==> config.mk <==
export PLATFORM = sky130hd
export DESIGN_NAME = multicycle_ctrl_flat
export DESIGN_NICKNAME = d
export VERILOG_FILES = /design/src/rtl/alu_pkg.sv /design/src/rtl/multicycle_ctrl_if.sv /design/src/rtl/alu_ctrl_dec.sv /design/src/rtl/multicycle_ctrl.sv /design/src/flat_wrapper.sv
export SDC_FILE = /design/constraint.sdc
export NUM_CORES = 1
export LEC_CHECK = 0
export ABC_AREA = 0
export CAP_MARGIN = 15
export CORE_MARGIN = 2
export CORE_UTILIZATION = 25
export CTS_CLUSTER_DIAMETER = 60
export CTS_CLUSTER_SIZE = 20
export DETAILED_ROUTE_END_ITERATION = 7
export PLACE_DENSITY = 0.66
export REMOVE_ABC_BUFFERS = 1
export SETUP_SLACK_MARGIN = 0.5
export SLEW_MARGIN = 20
export SYNTH_ARGS = -nofsm -noshare
export SYNTH_HDL_FRONTEND = slang
export SYNTH_SLANG_ARGS = --single-unit
==> constraint.sdc <==
create_clock -name clk -period 2.05 [get_ports clk]
set_input_delay 0.205 -clock clk [delete_from_list [all_inputs] [get_ports clk]]
set_output_delay 0.205 -clock clk [all_outputs]
set_load 0.005 [all_outputs]
==> src/rtl/alu_pkg.sv <==
// Shared encodings for the multicycle control unit: ALU controls, ALU-op classes,
// opcodes, immediate formats and the sequencer state type.
package alu_pkg;

  localparam logic [3:0] ALU_ADD = 4'b0000;
  localparam logic [3:0] ALU_SUB = 4'b0001;
  localparam logic [3:0] ALU_AND = 4'b0010;
  localparam logic [3:0] ALU_OR  = 4'b0011;
  localparam logic [3:0] ALU_DIV = 4'b0100;
  localparam logic [3:0] ALU_SRL = 4'b0111;
  localparam logic [3:0] ALU_SLL = 4'b1000;
  localparam logic [3:0] ALU_MUL = 4'b1001;

  typedef enum logic [1:0] {
    ALUOP_ADD   = 2'b00,
    ALUOP_SUB   = 2'b01,
    ALUOP_FUNCT = 2'b10
  } alu_op_t;

  localparam logic [6:0] OP_LW  = 7'b0000011;
  localparam logic [6:0] OP_SW  = 7'b0100011;
  localparam logic [6:0] OP_R   = 7'b0110011;
  localparam logic [6:0] OP_I   = 7'b0010011;
  localparam logic [6:0] OP_JAL = 7'b1101111;
  localparam logic [6:0] OP_BEQ = 7'b1100011;

  localparam logic [6:0] F7_ZERO   = 7'b0000000;
  localparam logic [6:0] F7_SUB    = 7'b0100000;
  localparam logic [6:0] F7_MULDIV = 7'b0000001;

  localparam logic [1:0] IMM_I = 2'b00;
  localparam logic [1:0] IMM_S = 2'b01;
  localparam logic [1:0] IMM_B = 2'b10;
  localparam logic [1:0] IMM_J = 2'b11;

  typedef enum logic [3:0] {
    S_FETCH, S_DECODE, S_MEMADR, S_MEMREAD, S_MEMWB, S_MEMWRITE,
    S_EXECR, S_EXECI, S_JAL, S_ALUWB, S_BEQ, S_ILLEGAL
  } state_t;

  function automatic logic [1:0] imm_src_of(input logic [6:0] op);
    case (op)
      OP_SW:   return IMM_S;
      OP_BEQ:  return IMM_B;
      OP_JAL:  return IMM_J;
      default: return IMM_I;
    endcase
  endfunction

endpackage

==> src/rtl/multicycle_ctrl_if.sv <==
// Instruction-field inputs and datapath control outputs of the multicycle controller.
// master = controller side, slave = datapath / instruction-register side.
interface multicycle_ctrl_if;
  logic [6:0] op;
  logic [2:0] funct3;
  logic [6:0] funct7;
  logic       Zero;
  logic       PCWrite;
  logic       AdrSrc;
  logic       MemWrite;
  logic       IRWrite;
  logic [1:0] ResultSrc;
  logic [1:0] ALUSrcA;
  logic [1:0] ALUSrcB;
  logic [1:0] ImmSrc;
  logic       RegWrite;
  logic [3:0] ALUControl;
  logic       Illegal;

  modport master (
    input  op, funct3, funct7, Zero,
    output PCWrite, AdrSrc, MemWrite, IRWrite, ResultSrc, ALUSrcA, ALUSrcB,
           ImmSrc, RegWrite, ALUControl, Illegal
  );

  modport slave (
    output op, funct3, funct7, Zero,
    input  PCWrite, AdrSrc, MemWrite, IRWrite, ResultSrc, ALUSrcA, ALUSrcB,
           ImmSrc, RegWrite, ALUControl, Illegal
  );
endinterface

==> src/rtl/alu_ctrl_dec.sv <==
// Combinational ALU decoder: maps ALU-op class plus funct fields to ALUControl,
// and flags funct combinations the ALU does not implement.
module alu_ctrl_dec
  import alu_pkg::*;
(
  input  logic       op5,
  input  logic [2:0] funct3,
  input  logic [6:0] funct7,
  input  alu_op_t    alu_op,
  output logic [3:0] alu_control,
  output logic       illegal
);

  logic [3:0] funct_ctl;
  logic       f7_ok;

  // I-type funct7 bits are immediate bits, so only R-type must match funct7 exactly.
  assign f7_ok = !op5 || (funct7 == F7_ZERO);

  always_comb begin
    funct_ctl = ALU_ADD;
    illegal   = 1'b0;
    case (funct3)
      3'b000: begin
        if (op5 && funct7 == F7_SUB)         funct_ctl = ALU_SUB;
        else if (op5 && funct7 == F7_MULDIV) funct_ctl = ALU_MUL;
        else if (f7_ok)                      funct_ctl = ALU_ADD;
        else                                 illegal   = 1'b1;
      end
      3'b001: if (f7_ok) funct_ctl = ALU_SLL; else illegal = 1'b1;
      3'b100: if (op5 && funct7 == F7_MULDIV) funct_ctl = ALU_DIV; else illegal = 1'b1;
      3'b101: if (funct7 == F7_ZERO) funct_ctl = ALU_SRL; else illegal = 1'b1;
      3'b110: if (f7_ok) funct_ctl = ALU_OR;  else illegal = 1'b1;
      3'b111: if (f7_ok) funct_ctl = ALU_AND; else illegal = 1'b1;
      default: illegal = 1'b1;
    endcase
  end

  always_comb begin
    case (alu_op)
      ALUOP_SUB:   alu_control = ALU_SUB;
      ALUOP_FUNCT: alu_control = funct_ctl;
      default:     alu_control = ALU_ADD;
    endcase
  end

endmodule

==> src/rtl/multicycle_ctrl.sv <==
// Multicycle control unit: Moore sequencer stepping each instruction through its
// states, with ALUControl supplied by alu_ctrl_dec.
module multicycle_ctrl
  import alu_pkg::*;
(
  input  logic                      clk,
  input  logic                      reset,
  multicycle_ctrl_if.master         bus,
  output state_t                    state_dbg
);

  state_t     state, state_nx;
  alu_op_t    alu_op;
  logic [3:0] alu_control;
  logic       dec_illegal;
  logic       pc_write, adr_src, mem_write, ir_write, reg_write;
  logic [1:0] result_src, alu_src_a, alu_src_b;

  alu_ctrl_dec u_dec (
    .op5         (bus.op[5]),
    .funct3      (bus.funct3),
    .funct7      (bus.funct7),
    .alu_op      (alu_op),
    .alu_control (alu_control),
    .illegal     (dec_illegal)
  );

  always_ff @(posedge clk or posedge reset) begin
    if (reset) state <= S_FETCH;
    else       state <= state_nx;
  end

  always_comb begin
    state_nx = state;
    case (state)
      S_FETCH:  state_nx = S_DECODE;
      S_DECODE: begin
        case (bus.op)
          OP_LW, OP_SW: state_nx = S_MEMADR;
          OP_R:         state_nx = dec_illegal ? S_ILLEGAL : S_EXECR;
          OP_I:         state_nx = dec_illegal ? S_ILLEGAL : S_EXECI;
          OP_JAL:       state_nx = S_JAL;
          OP_BEQ:       state_nx = S_BEQ;
          default:      state_nx = S_ILLEGAL;
        endcase
      end
      S_MEMADR:  state_nx = (bus.op == OP_LW) ? S_MEMREAD : S_MEMWRITE;
      S_MEMREAD: state_nx = S_MEMWB;
      S_EXECR, S_EXECI, S_JAL: state_nx = S_ALUWB;
      S_MEMWB, S_MEMWRITE, S_ALUWB, S_BEQ: state_nx = S_FETCH;
      S_ILLEGAL: state_nx = S_ILLEGAL;
      default:   state_nx = S_FETCH;
    endcase
  end

  always_comb begin
    pc_write   = 1'b0;
    adr_src    = 1'b0;
    mem_write  = 1'b0;
    ir_write   = 1'b0;
    reg_write  = 1'b0;
    result_src = 2'b00;
    alu_src_a  = 2'b00;
    alu_src_b  = 2'b00;
    alu_op     = ALUOP_ADD;
    case (state)
      S_FETCH: begin
        ir_write = 1'b1; pc_write = 1'b1;
        alu_src_b = 2'b10; result_src = 2'b10;
      end
      S_DECODE:   begin alu_src_a = 2'b01; alu_src_b = 2'b01; end
      S_MEMADR:   begin alu_src_a = 2'b10; alu_src_b = 2'b01; end
      S_MEMREAD:  adr_src = 1'b1;
      S_MEMWB:    begin result_src = 2'b01; reg_write = 1'b1; end
      S_MEMWRITE: begin adr_src = 1'b1; mem_write = 1'b1; end
      S_EXECR:    begin alu_src_a = 2'b10; alu_op = ALUOP_FUNCT; end
      S_EXECI:    begin alu_src_a = 2'b10; alu_src_b = 2'b01; alu_op = ALUOP_FUNCT; end
      S_ALUWB:    reg_write = 1'b1;
      S_JAL:      begin alu_src_a = 2'b01; alu_src_b = 2'b10; pc_write = 1'b1; end
      // Branch decision is the one Mealy term: Zero comes straight from the comparator.
      S_BEQ:      begin alu_src_a = 2'b10; alu_op = ALUOP_SUB; pc_write = bus.Zero; end
      default:    ;
    endcase
  end

  // Enables are masked by reset so nothing partial escapes while it is asserted.
  assign bus.PCWrite    = pc_write  & ~reset;
  assign bus.MemWrite   = mem_write & ~reset;
  assign bus.IRWrite    = ir_write  & ~reset;
  assign bus.RegWrite   = reg_write & ~reset;
  assign bus.Illegal    = (state == S_ILLEGAL) & ~reset;
  assign bus.AdrSrc     = adr_src;
  assign bus.ResultSrc  = result_src;
  assign bus.ALUSrcA    = alu_src_a;
  assign bus.ALUSrcB    = alu_src_b;
  assign bus.ImmSrc     = imm_src_of(bus.op);
  assign bus.ALUControl = alu_control;
  assign state_dbg      = state;

endmodule

==> src/flat_wrapper.sv <==
// flat-port wrapper written by rule: the top's interface ports become plain ports
module multicycle_ctrl_flat import alu_pkg::*;
  (clk, reset, state_dbg, bus_op, bus_funct3, bus_funct7, bus_Zero, bus_PCWrite, bus_AdrSrc, bus_MemWrite, bus_IRWrite, bus_ResultSrc, bus_ALUSrcA, bus_ALUSrcB, bus_ImmSrc, bus_RegWrite, bus_ALUControl, bus_Illegal);
  multicycle_ctrl_if bus_i ();
  input  logic clk;
  input  logic reset;
  output state_t state_dbg;
  input wire logic [$bits(bus_i.op)-1:0] bus_op;
  input wire logic [$bits(bus_i.funct3)-1:0] bus_funct3;
  input wire logic [$bits(bus_i.funct7)-1:0] bus_funct7;
  input wire logic [$bits(bus_i.Zero)-1:0] bus_Zero;
  output wire logic [$bits(bus_i.PCWrite)-1:0] bus_PCWrite;
  output wire logic [$bits(bus_i.AdrSrc)-1:0] bus_AdrSrc;
  output wire logic [$bits(bus_i.MemWrite)-1:0] bus_MemWrite;
  output wire logic [$bits(bus_i.IRWrite)-1:0] bus_IRWrite;
  output wire logic [$bits(bus_i.ResultSrc)-1:0] bus_ResultSrc;
  output wire logic [$bits(bus_i.ALUSrcA)-1:0] bus_ALUSrcA;
  output wire logic [$bits(bus_i.ALUSrcB)-1:0] bus_ALUSrcB;
  output wire logic [$bits(bus_i.ImmSrc)-1:0] bus_ImmSrc;
  output wire logic [$bits(bus_i.RegWrite)-1:0] bus_RegWrite;
  output wire logic [$bits(bus_i.ALUControl)-1:0] bus_ALUControl;
  output wire logic [$bits(bus_i.Illegal)-1:0] bus_Illegal;
  assign bus_i.op = bus_op;
  assign bus_i.funct3 = bus_funct3;
  assign bus_i.funct7 = bus_funct7;
  assign bus_i.Zero = bus_Zero;
  assign bus_PCWrite = bus_i.PCWrite;
  assign bus_AdrSrc = bus_i.AdrSrc;
  assign bus_MemWrite = bus_i.MemWrite;
  assign bus_IRWrite = bus_i.IRWrite;
  assign bus_ResultSrc = bus_i.ResultSrc;
  assign bus_ALUSrcA = bus_i.ALUSrcA;
  assign bus_ALUSrcB = bus_i.ALUSrcB;
  assign bus_ImmSrc = bus_i.ImmSrc;
  assign bus_RegWrite = bus_i.RegWrite;
  assign bus_ALUControl = bus_i.ALUControl;
  assign bus_Illegal = bus_i.Illegal;
  multicycle_ctrl u_core (.clk(clk), .reset(reset), .bus(bus_i), .state_dbg(state_dbg));
endmodule
# [Word level (Yosys, flattened, before mapping)]
# Index checks and enable logic that the tools add are counted.
[totals] regBits=4 latchBits=0 ram_bits=0 romBits=0 inputBits=20 n_memories=0
[classes] add_sub_neg=0 mul=0 div_mod_pow=0 n_lt_le_gt_ge=0 n_eq_ne=26 shifts=0 muxes=30 bitwise_logic=6 reduce_logical=17
[op_table] cell="$pmux 4 s6" n=2
[op_table] cell="$eq 7x6->1 const B" n=3
[op_table] cell="$mux 4" n=5
[op_table] cell="$pmux 4 s5" n=1
[op_table] cell="$eq 4x3->1 const B" n=4
[op_table] cell="$eq 4x4->1 const B" n=4
[op_table] cell="$pmux 2 s2" n=4
[op_table] cell="$eq 7x7->1 const B" n=2
[op_table] cell="$eq 3x3->1 const B" n=4
[op_table] cell="$reduce_or 2->1" n=6
[op_table] cell="$mux 1" n=9
[op_table] cell="$mux 3" n=3
[op_table] cell="$reduce_or 3->1" n=3
[op_table] cell="$eq 4x2->1 const B" n=2
[op_table] cell="$pmux 4 s2" n=1
[op_table] cell="$eq 7x1->1 const B" n=1
[op_table] cell="$eq 7x2->1 const B" n=1
[op_table] cell="$eq 7x5->1 const B" n=1
[op_table] cell="$logic_not 7->1" n=1
[op_table] cell="$pmux 2 s3" n=1
[op_table] cell="$and 1x1->1" n=5
[op_table] cell="$eq 4x1->1 const B" n=1
[op_table] cell="$logic_not 4->1" n=1
[op_table] cell="$mux 2" n=2
[op_table] cell="other kinds (11)" n=12

# [Logic depth before layout (Yosys ltp)]
# Gate-level depths: netlist of run 1.
[logic_depth] depth_word=9 depth_mapped=9 mapped_depth_nobuf=8

# [Hierarchy]
# A second synthesis of run 1 with hierarchy kept.
[unflattened] hier_cells=109 hier_area_um2=807.0
[modules_own_cells] module="multicycle_ctrl" instances=1 cells_per_inst=74 area_per_inst_um2=545.5 seq_area_each_um2=100.1
[modules_own_cells] module="alu_ctrl_dec" instances=1 cells_per_inst=35 area_per_inst_um2=261.5 seq_area_each_um2=0.0

# [Worst setup path before layout of run 1]
# OpenSTA, ideal clock, no wires.
[synth_path] path_type="register -> output" startpoint="reg u_core.state[3] (netlist: u_core.state_dbg[3])" endpoint="out bus_ALUControl[0]" t_arrival_ps=1811 required_time_ps=1845 slack_ps=34 path_stages_with_launch=10 n_path_buf=1 cell_sequence="dfrtp_1 clkbuf_1 nand2_1 nor3_1 inv_1 ha_1 nand3b_1 nor3b_1 nand2_1 o21ai_0"
[synth_via] elab_chain_cells=5 word_cells_on_any_way=8
[synth_lines] item="start, declared" line_no="multicycle_ctrl.sv:12" text="state_t state, state_nx;"
[synth_lines] item="start signal, assigned" line_no="multicycle_ctrl.sv:30" text="else state <= state_nx;"
[synth_lines] item="$eq 4x3->1" line_no="multicycle_ctrl.sv:66" text="case (state)"
[synth_lines] item="$reduce_or 2->1 (no source line)"
[synth_lines] item="$pmux 2 s2 *" line_no="multicycle_ctrl.sv:66"
[synth_lines] item="$eq 2x2->1 or $eq 2x1->1 (tied branches)" line_no="alu_ctrl_dec.sv:40" text="case (alu_op)"
[synth_lines] item="$pmux 4 s2 *" line_no="alu_ctrl_dec.sv:40"
[synth_lines] item="end, declared" line_no="flat_wrapper.sv:21" text="output wire logic [$bits(bus_i.ALUControl)-1:0] bus_ALUControl;"
# Every way passes the cells marked *; elsewhere a longest branch is shown, timed or not.

# [Worst setup path in the final report of run 1]
# Same ends and word-level chain as after synthesis.

==> summary.md, run 1 <==
| Metric | Value |
|---|---|
| Final setup margin | -0.06567 ns |
| Crit path launch | u_core.state_dbg[3] |
| FP Rows | 20 |
| Dpl hpwl | 2.039 mm |
| Min Tclk post-route | 2.116 ns |
| Clock Skews | 0.0002627 ns |
| RSZ-0062 raised after global routing | yes |
| DR vias | 1,184 |
| CP required | 1.85 ns |
| Post-CTS Hold Fix Bufs | 0 |
| Crit share post-route | 103.2% |
| Critical Path AT | 1.91 ns |
| Full die area | 3698 µm² |
| Hold crit path type | in2reg |
| Synth-to-layout area growth | 128.2% |
| Relative slew slack | 73.78% |
| Initial drt markers | 60 |
| First-pass DRT Iterations | 4 |
| Wl on met1 | 1.462 mm |
| Slowest cell on crit path | dfrtp_1 |
| Synth warn | 0 |
| Peak VDD IR | 385.7 µV |
| Height of the die | 60.82 µm |
| Routed Antenna Nets | 0 |
| Cell family with most CP delay | simple AND/OR/NAND/NOR gates |
| Place WS | -0.5132 ns |
| Avg WL per Cell | 14.11 µm |
| Initial antenna violation count | 0 |
| Clock Path Buffers | 2 |
| Cells after Synth | 113 |
| First-pass GRT wire length | 4.788 mm |
| Gpl congestion | 0.8172 |
| Mapped Avg Cell Area | 7.142 µm² |
| Total track usage | 16.83% |
| Post-synth ARST share | 100.0% |
| Final Max Tran Viols | 0 |
| Worst Hold Launch | bus_op[4] |
| EDFF count, synth | 0 |
| # clock sinks | 4 |
| Top Layer Used | met3 |
| CP peak stage delay | 0.39 ns |
| Chip width | 60.82 µm |
| Routed wire length on met2 | 1.766 mm |
| Final hold viol count | 0 |
| Max Cap Viol | 0 |
| Failing checks | setup timing |
| H-tree levels | 1 |
| WP buf/inv | 3 |
| Most frequent cell on the critical path | nand3b_1 |
| Post-Syn Area | 807.0 µm² |
| Fin util | 60.33% |
| Share of cells above drive strength 1 | 55.61% |
| Unique cell type count in the Yosys netlist | 43 |
| CTS root buf | clkbuf_4 |
| Drc violations | 0 |
| Yosys reg bits | 4 |
| Nets@finish | 220 |
| Setup violators final | 3 |
| TritonCTS clock tree | yes |
| Peak Freq | 472.7 MHz |
| Slew at the pin with the worst max-slew slack | 0.3920 ns |
| Largest net degree at the start of global routing | 18 |
| Synth Flop Type | dfrtp_1 |
| CP startpoint kind | flop |
| Starting Density | 26.43% |
| ANT cells | 0 |
| Leak | 0.8313 nW |
| Worst-skew pair later-pin latency | 0.23 ns |
| WS Path Type | reg2out |
| CTS Buf Count | 3 |
| Grt total ovfl | 0 |
| Max reg flops | 4 |
| Core area | 3053 µm² |
| Sequential-to-total area share from yosys stat | 12.40% |
| Pwr/cell area | 1047 nW/µm² |
| Cell Chain, Critical Path | buf_6, nand3b_1, inv_2, ha_4, nand3b_1, nor3b_2, nand2_1, o21ai_2, buf_2 |
| Drt total wl | 3.387 mm |
| IO Pins | 42 |
| WL met3 | 158 µm |
| Critical path peak fanout | 2 |
| IO buf count | 41 |
| Vias per inst | 4.933 |
| CP endpoint kind | output pin |
| Status | finished with violations |
| Clock transition at path regs | 0.03 ns |
| FF-to-FF Start | u_core.state_dbg[1] |
| Vias in the first global route | 1,124 |
cell usage in the layout, fill, tap and decap left out, types with 3 or more instances in the layout:
cell              n
a21oi_1           5
clkdlybuf4s50_1   9
buf_6            10
nor2_1           12
nand4b_1          4
inv_1             3
nand3b_1          4
dfrtp_1           4
nor3_2            3
dlymetal6s2s_1    4
o21ai_0           4
clkbuf_4          3
buf_4            32
nand2_1           6
buf_2            17
a21oi_2           4
buf_8             4
nand2b_4          4
dlygate4sd2_1     7
tightest hold or removal path: stages:
cell            delay, ns
dlymetal6s2s_1       0.16
nand2_1              0.09
o21ai_1              0.06
cells in the mapped netlist (all sizes together) (2+ instances only):
library cell	number	share of area, %
ha	2	3.1
nor3	3	1.9
nand4b	4	4.3
a32o	2	2.5
nand2	7	3.3
nand3b	4	3.7
a21oi	9	5.6
clkbuf	5	2.3
dfrtp	4	12
o21ai	7	4.3
or3	2	2.2
a2111oi	2	2.9
a211oi	2	1.9
nor3b	4	3.7
nor4b	3	4.0
nand2b	6	4.7
or4	2	2.3
buf	4	3.9
xnor2	3	3.3
inv	4	1.9
nor4	3	3.1
and3	2	1.6
nor2	16	7.4
report_power, final:
part,internal [mW],switching [mW]
Clock,0.0652,0.0278
Sequential,0.118,0.0274
Combinational,0.954,0.736
Total,1.14,0.792
metrics by stage:
| step | total power [mW] | hold slack, ns | area, µm² | TNS (ns) | cells |
|---|---|---|---|---|---|
| after global placement | 1.092 | 0.5744 | 1395 | -1.903 | 212 |
| after floorplan | 0.5981 | -0.02892 | 757.0 | 0 | 104 |
| after detailed placement | 1.113 | 0.5592 | 1395 | -2.000 | 212 |
| after global routing | 2.049 | 0.3596 | 1842 | -0.4424 | 240 |
| after CTS | 1.464 | 0.3487 | 1597 | -0.07629 | 228 |
| final | 1.928 | 0.3406 | 1842 | -0.1553 | 240 |
final cells by class:
type                    instances  area, µm²
fillers                       279       1211
multi-input cells              96      864.6
repair buffers                 89      784.5
flip-flops and latches          4      100.1
well taps                      44      55.05
clock buffers                   3      22.52
inverters                       4      15.01
routing by layer:
| layer | GRT usage, % | up-vias |
|---|---|---|
| met5 | 0 | - |
| met4 | 4.037 | 0 |
| met3 | 0.4264 | 0 |
| met2 | 32.41 | 36 |
| met1 | 20.46 | 552 |
| li1 | - | 596 |
timing repair:
action,4_1_cts,5_1_grt
setup buffers,13,11
pin swaps,20,19
gates cloned,0,1
gates resized for setup,117,38
endpoints found under the setup margin,24,25
path summary, 6_finish.rpt:
| path | end | slack (ns) | depth (start not counted) |
|---|---|---|---|
| hold / removal | u_core.state_dbg[3] | 0.34 | 3 |
| hold reg to reg | u_core.state_dbg[3] | 0.85 | 5 |
| max in group asynchronous | u_core.state_dbg[3] | 1.42 | 2 |
| setup / recovery | bus_ALUControl[0] | -0.07 | 9 |
| setup reg to reg | u_core.state_dbg[0] | 0.36 | 8 |
| min in group asynchronous | u_core.state_dbg[1] | 0.46 | 2 |
cell families after synthesis:
kind of cell    count (synthesis)  synth area share, %
buf+inv                        13                8.060
simple gates                   60                45.58
flops                           4                12.40
compound gates                 30                26.51
xor+xnor                        4                4.342
fa+ha+maj                       2                3.100
(Power assumes the default switching activity.)
==> run 2, diff against run 1 <==
--- a/config.mk
+++ b/config.mk
@@ -12,7 +12,7 @@
 export CTS_CLUSTER_DIAMETER = 60
 export CTS_CLUSTER_SIZE = 20
 export DETAILED_ROUTE_END_ITERATION = 7
-export PLACE_DENSITY = 0.66
+export PLACE_DENSITY_LB_ADDON = 0.08
 export REMOVE_ABC_BUFFERS = 1
 export SETUP_SLACK_MARGIN = 0.5
 export SLEW_MARGIN = 20
==> summary.md, run 2 (synthesis gave the netlist of run 1 again) <==
| Metric | Value |
|---|---|
| Most frequent cells in the layout | buf_4, buf_2, buf_6 |
| WS Path Type | reg2out |
| Full die area | 3698 µm² (unchanged) |
| Peak Freq | 460.1 MHz (-2.7%) |
| Largest net degree at the start of global routing | 18 (unchanged) |
| CTS Buf Count | 3 (unchanged) |
| Failing checks | setup timing |
| IO buf count | 41 (unchanged) |
| Status | finished with violations |
| Height of the die | 60.82 µm (unchanged) |
| Hold crit path type | in2async |
| Min Tclk post-route | 2.174 ns (+0.05788 ns) |
| Initial drt markers | 40 (-33%) |
| Clock transition at path regs | 0.04 ns (about the same) |
| Clock share of power | 5.4% (+0.6 points) |
| Sw power | 756.7 µW (-4.4%) |
| Setup violators final | 3 (unchanged) |
| Pwr/cell area | 1021 nW/µm² (-2.5%) |
| Max Cap Viol | 0 (unchanged) |
| Reg-to-reg slack, setup | 0.35 ns (about the same) |
| Total track usage | 15.90% (-0.92 points) |
| First-pass GRT wire length | 4.567 mm (-4.6%) |
| CP peak stage delay | 0.38 ns (about the same) |
| CP endpoint kind | output pin |
| FP Rows | 20 (unchanged) |
| Final setup margin | -0.1236 ns (-0.05788 ns) |
| # clock sinks | 4 (unchanged) |
| Pwr Total | 1.827 mW (-5.3%) |
| Max reg flops | 4 (unchanged) |
| Crit path launch | u_core.state_dbg[3] |
| Sequential share of power | 7.9% (+0.4 points) |
| H-tree levels | 1 (unchanged) |
| Final Max Tran Viols | 0 (unchanged) |
| Vias in the first global route | 1,019 (-9.3%) |
| Gpl congestion | 0.8190 (+0.22%) |
| ANT cells | 0 (unchanged) |
| Place WS | -0.5632 ns (-0.05000 ns) |
| Chip width | 60.82 µm (unchanged) |
| Grt total ovfl | 0 (unchanged) |
| Drc violations | 0 (unchanged) |
| Share of cells above drive strength 1 | 55.85% (+0.24 points) |
| Crit share post-route | 106.0% (+2.8 points) |
| First-pass DRT Iterations | 4 (unchanged) |
| Worst reg2reg path depth | 5 (-3) |
| Drt total wl | 3.149 mm (-7.0%) |
| Reg2reg end | u_core.state_dbg[2] |
| Avg WL per Cell | 13.57 µm (-3.8%) |
| RSZ-0062 raised after global routing | yes |
| Synth-to-layout area growth | 121.7% |
| TNS Setup | -0.2288 ns (-0.07347 ns) |
| Pint | 1.070 mW (-5.8%) |
| TritonCTS clock tree | yes |
| DR vias | 1,155 (-2.4%) |
| CP startpoint kind | flop |
| Routed Antenna Nets | 0 (unchanged) |
| Final hold viol count | 0 (unchanged) |
| Critical path peak fanout | 3 (+1) |
| Vias per inst | 4.978 (+0.91%) |
| Crit path to | bus_ALUControl[2] |
| DP Cell Count | 209 (-1.4%) |
| Most common cell after layout, fill and taps aside | buf_4 |
| Worst-skew pair later-pin latency | 0.24 ns (about the same) |
| IO Pins | 42 (unchanged) |
| Clock Path Buffers | 2 (unchanged) |
| FF-to-FF Start | u_core.state_dbg[0] |
| Most frequent cell on the critical path | nand3b_1 |
| CTS root buf | clkbuf_4 |
| Cell Chain, Critical Path | buf_6, nand3b_1, inv_2, ha_4, nand3b_1, buf_4, a2111oi_4, buf_2 |
| Relative slew slack | 72.86% (-0.93 points) |
| Clock Skews | 0.004532 ns (+0.004270 ns) |
| Switching share of power | 41.42% (+0.36 points) |
| Slowest cell on crit path | dfrtp_1 |
| Comb pwr share | 86.7% (-1.0 points) |
| Initial antenna violation count | 0 (unchanged) |
| Slew at the pin with the worst max-slew slack | 0.4058 ns (+0.01384 ns) |
| Leak | 0.7883 nW (-5.2%) |
| CP required | 1.85 ns (about the same) |
| Core area | 3053 µm² (unchanged) |
| Fin cells | 232 (-3.3%) |
| Nets@finish | 212 (-3.6%) |
| Dpl hpwl | 2.068 mm (+1.4%) |
| Starting Density | 26.43% (unchanged) |
| Critical Path AT | 1.97 ns (+0.06 ns) |
| Peak VDD IR | 351.3 µV (-8.9%) |
## run 2: cell count changes in the layout (fill, tap and decap cells not counted), sizes merged
cell           delta
buf               -6
clkdlybuf4s15     +2
dlygate4sd2       +1
clkbuf            -3
clkdlybuf4s50     -2
## run 2: timing repair
item	in CTS	in global routing
hold endpoints to repair	0	0
pin swaps	18	16
setup endpoints to repair	24	23
setup buffers	11	9
hold buffers	0	0
resized for setup	121	38
## run 2: worst max-delay path: cells and delay by family (launching register included)
family                   cells  cell delay [ns]
AO/OA/AOI/OAI                1             0.18
AND/OR/NAND/NOR              2             0.41
flip-flops                   1             0.38
buffers and inverters        4             0.56
adder cells (fa/ha/maj)      1             0.20
## run 2: cell type report
class                           instances  area [µm²]
Multi-Input combinational cell         96       862.1
Sequential cell                         4       100.1
Tap cell                               44       55.05
Timing Repair Buffer                   81       734.5
Inverter                                4       15.01
Clock buffer                            3       22.52
Fill cell                             285        1264
## run 2: how the worst min path moves through the flow
stage               startpoint                   to  slack [ns]  cells after the start
floorplan                reset  u_core.state_dbg[0]       -0.03                      1
global placement         reset  u_core.state_dbg[1]        0.58                      2
detailed placement       reset  u_core.state_dbg[1]        0.59                      2
CTS                      reset  u_core.state_dbg[1]        0.36                      2
global route             reset  u_core.state_dbg[1]        0.47                      2
finish                   reset  u_core.state_dbg[1]        0.46                      2
## run 2: through the flow
stage          area (µm²)  utilization [%]  hold WS, ns
2_1_floorplan       757.0                -     -0.02892
3_3_place_gp         1373            44.96       0.5796
3_5_place_dp         1373            44.96       0.5899
4_1_cts              1568            51.35       0.3580
5_1_grt              1789            58.61       0.4670
6_report             1789            58.61       0.4595
## run 2: power by group through the flow
stage | registers (mW) | logic [mW] | clock network (mW)
finish | 0.144 | 1.58 | 0.0988
global route | 0.150 | 1.69 | 0.106
CTS | 0.141 | 1.21 | 0.104
detailed placement | 0.136 | 0.978 | 0
global placement | 0.136 | 0.970 | 0
floorplan | 0.232 | 0.366 | 0
## run 2: per-layer routing
metal / vias up / global-route usage [%] / share of wire (%)
met5: - / 0 / 0
met4: 0 / 4.658 / 0.54
met3: 2 / 0.4264 / 3.3
met2: 28 / 26.73 / 52
met1: 547 / 22.22 / 44
li1: 578 / - / -
==> run 3, diff against run 2 <==
--- a/config.mk
+++ b/config.mk
@@ -12,6 +12,7 @@
 export CTS_CLUSTER_DIAMETER = 60
 export CTS_CLUSTER_SIZE = 20
 export DETAILED_ROUTE_END_ITERATION = 7
+export DONT_BUFFER_PORTS = 1
 export PLACE_DENSITY_LB_ADDON = 0.08
 export REMOVE_ABC_BUFFERS = 1
 export SETUP_SLACK_MARGIN = 0.5
==> summary.md, run 3 (synthesis gave the netlist of run 1 again) <==
| Metric | Value |
|---|---|
| Pwr/cell area | 1070 nW/µm² (+4.8%) |
| Most frequent cells in the layout | nor2_1, buf_4, a21oi_1 |
| Share of cells above drive strength 1 | 36.89% (-19 points) |
| H-tree levels | 1 (unchanged) |
| Worst Hold Launch | bus_op[4] |
| TritonCTS clock tree | yes |
| WS Path Type | reg2out |
| Reg2reg end | u_core.state_dbg[2] |
| IO Pins | 42 (unchanged) |
| Core area | 3053 µm² (unchanged) |
| Largest net degree at the start of global routing | 13 (-5) |
| DR vias | 892 (-23%) |
| Min Tclk post-route | 1.963 ns (-0.2101 ns) |
| Clock Path Buffers | 2 (unchanged) |
| Place WS | 0.1702 ns (+0.7334 ns) |
| Leak | 0.3715 nW (-53%) |
| Total track usage | 13.03% (-2.9 points) |
| DP Cell Count | 156 (-25%) |
| Drc violations | 0 (unchanged) |
| FF+latch area | 100.1 µm² (unchanged) |
| RSZ-0062 raised after global routing | yes |
| CTS root buf | clkbuf_4 |
| Hold crit path type | in2reg |
| Setup violators final | 0 (-3) |
| Worst reg2reg path depth | 3 (-2) |
| Pwr Total | 1.153 mW (-37%) |
| Peak VDD IR | 241.2 µV (-31%) |
| Crit share post-route | 95.78% (-10 points) |
| FF-to-FF Start | u_core.state_dbg[0] |
| Critical path peak fanout | 8 (+5) |
| Multi-input gate area | 762.0 µm² (-12%) |
| Worst-skew pair later-pin latency | 0.23 ns (about the same) |
| First-pass GRT wire length | 3.643 mm (-20%) |
| Gpl congestion | 0.7231 (-12%) |
| Clock transition at path regs | 0.04 ns (about the same) |
| Max reg flops | 4 (unchanged) |
| CTS Buf Count | 3 (unchanged) |
| Vias in the first global route | 781 (-23%) |
| Critical Path AT | 1.76 ns (-0.21 ns) |
| Initial drt markers | 39 (-2.5%) |
| Vias per inst | 5.373 (+7.9%) |
| Avg WL per Cell | 14.61 µm (+7.6%) |
| Most common cell after layout, fill and taps aside | nor2_1 |
| Relative slew slack | 72.47% (-0.39 points) |
| CP required | 1.85 ns (about the same) |
| IO buf count | 0 (-100%) |
| Final Max Tran Viols | 0 (unchanged) |
| Max Cap Viol | 0 (unchanged) |
| Full die area | 3698 µm² (unchanged) |
| CP endpoint kind | output pin |
| Final setup margin | 0.08657 ns (+0.2101 ns) |
| Nets@finish | 146 (-31%) |
| Peak Freq | 509.3 MHz (+11%) |
| Clock Skews | 0.001850 ns (-0.002682 ns) |
| Worst Hold Endpoint | u_core.state_dbg[3] |
| Post-Route Hold Slack | 0.1572 ns (-0.3023 ns) |
| FP Rows | 20 (unchanged) |
| ANT cells | 0 (unchanged) |
| Chip width | 60.82 µm (unchanged) |
| CP startpoint kind | flop |
| Synth-to-layout area growth | 33.49% |
| Starting Density | 26.43% (unchanged) |
| Dpl hpwl | 1.799 mm (-13%) |
| Fin util | 35.29% (-23 points) |
| First-pass DRT Iterations | 4 (unchanged) |
| Grt total ovfl | 0 (unchanged) |
| Fin cells | 166 (-28%) |
| Height of the die | 60.82 µm (unchanged) |
| Design area | 1077 µm² (-40%) |
| Slew at the pin with the worst max-slew slack | 0.4078 ns (+0.001992 ns) |
| Status | completed |
| Drt total wl | 2.425 mm (-23%) |
| Final hold viol count | 0 (unchanged) |
| # clock sinks | 4 (unchanged) |
| Routed Antenna Nets | 0 (unchanged) |
| Placement Cell Area | 872.1 µm² (-36%) |
| Worst Hold Depth | 2 |
| Filler Cells Inserted | 347 (+22%) |
| TNS Setup | 0 ns (+0.2288 ns) |
| Initial antenna violation count | 0 (unchanged) |
| Reg-to-reg slack, setup | 0.53 ns (+0.18 ns) |
run 3: changes by cell type in the layout (fill, tap and decap cells not counted), sizes merged:
| cell | delta |
|---|---|
| buf | -45 |
| dlygate4sd2 | -8 |
| clkdlybuf4s50 | -7 |
| dlymetal6s2s | -4 |
| clkdlybuf4s15 | -3 |
| dlygate4sd3 | +1 |
run 3: cell type report:
class / instances / area share (%)
tap: 44 / 5.110
sequential: 4 / 9.292
inverter: 4 / 1.394
timing repair buffer: 15 / 11.38
clock buffer: 3 / 2.091
multi-input combinational: 96 / 70.73
run 3: power by group:
part / switching (mW) / leakage (nW) / internal (mW) / total [mW]
Clock: 0.0299 / 0.0138 / 0.0653 / 0.0953
Sequential: 0.0302 / 0.0498 / 0.118 / 0.148
Combinational: 0.481 / 0.308 / 0.429 / 0.910
Total: 0.541 / 0.371 / 0.612 / 1.15
run 3: how the worst max path moves through the flow:
stage               depth (start not counted)  slack (ns)           endpoint                 from
finish                                      8        0.09  bus_ALUControl[0]  u_core.state_dbg[2]
global route                                7      -0.004  bus_ALUControl[0]  u_core.state_dbg[2]
CTS                                         7        0.10  bus_ALUControl[0]  u_core.state_dbg[2]
detailed placement                          8        0.17  bus_ALUControl[0]  u_core.state_dbg[3]
global placement                            8        0.14  bus_ALUControl[0]  u_core.state_dbg[3]
floorplan                                   8       0.008  bus_ALUControl[0]  u_core.state_dbg[3]
run 3: metal layers:
metal	track usage, %	share of wire, %	up-vias
met3	2.345	5.8	2
met4	5.590	1.0	0
met1	17.65	48	414
li1	-	-	445
met5	0	0	-
met2	20.28	45	31
run 3: repair_timing:
action	4_1_cts	5_1_grt
buffers inserted	4	2
pin swaps	5	5
hold buffers	1	0
setup endpoints to repair	10	15
endpoints found under the hold margin	4	0
gates resized for setup	19	9
run 3: worst max-delay path: stages (launching register included):
cell and delay, ns:
dfrtp_1 0.38, buf_6 0.16, nand3b_1 0.12, inv_2 0.09, ha_4 0.19, nand3b_1 0.23, nor3b_2 0.18, nand2_1 0.08
o21ai_2 0.08
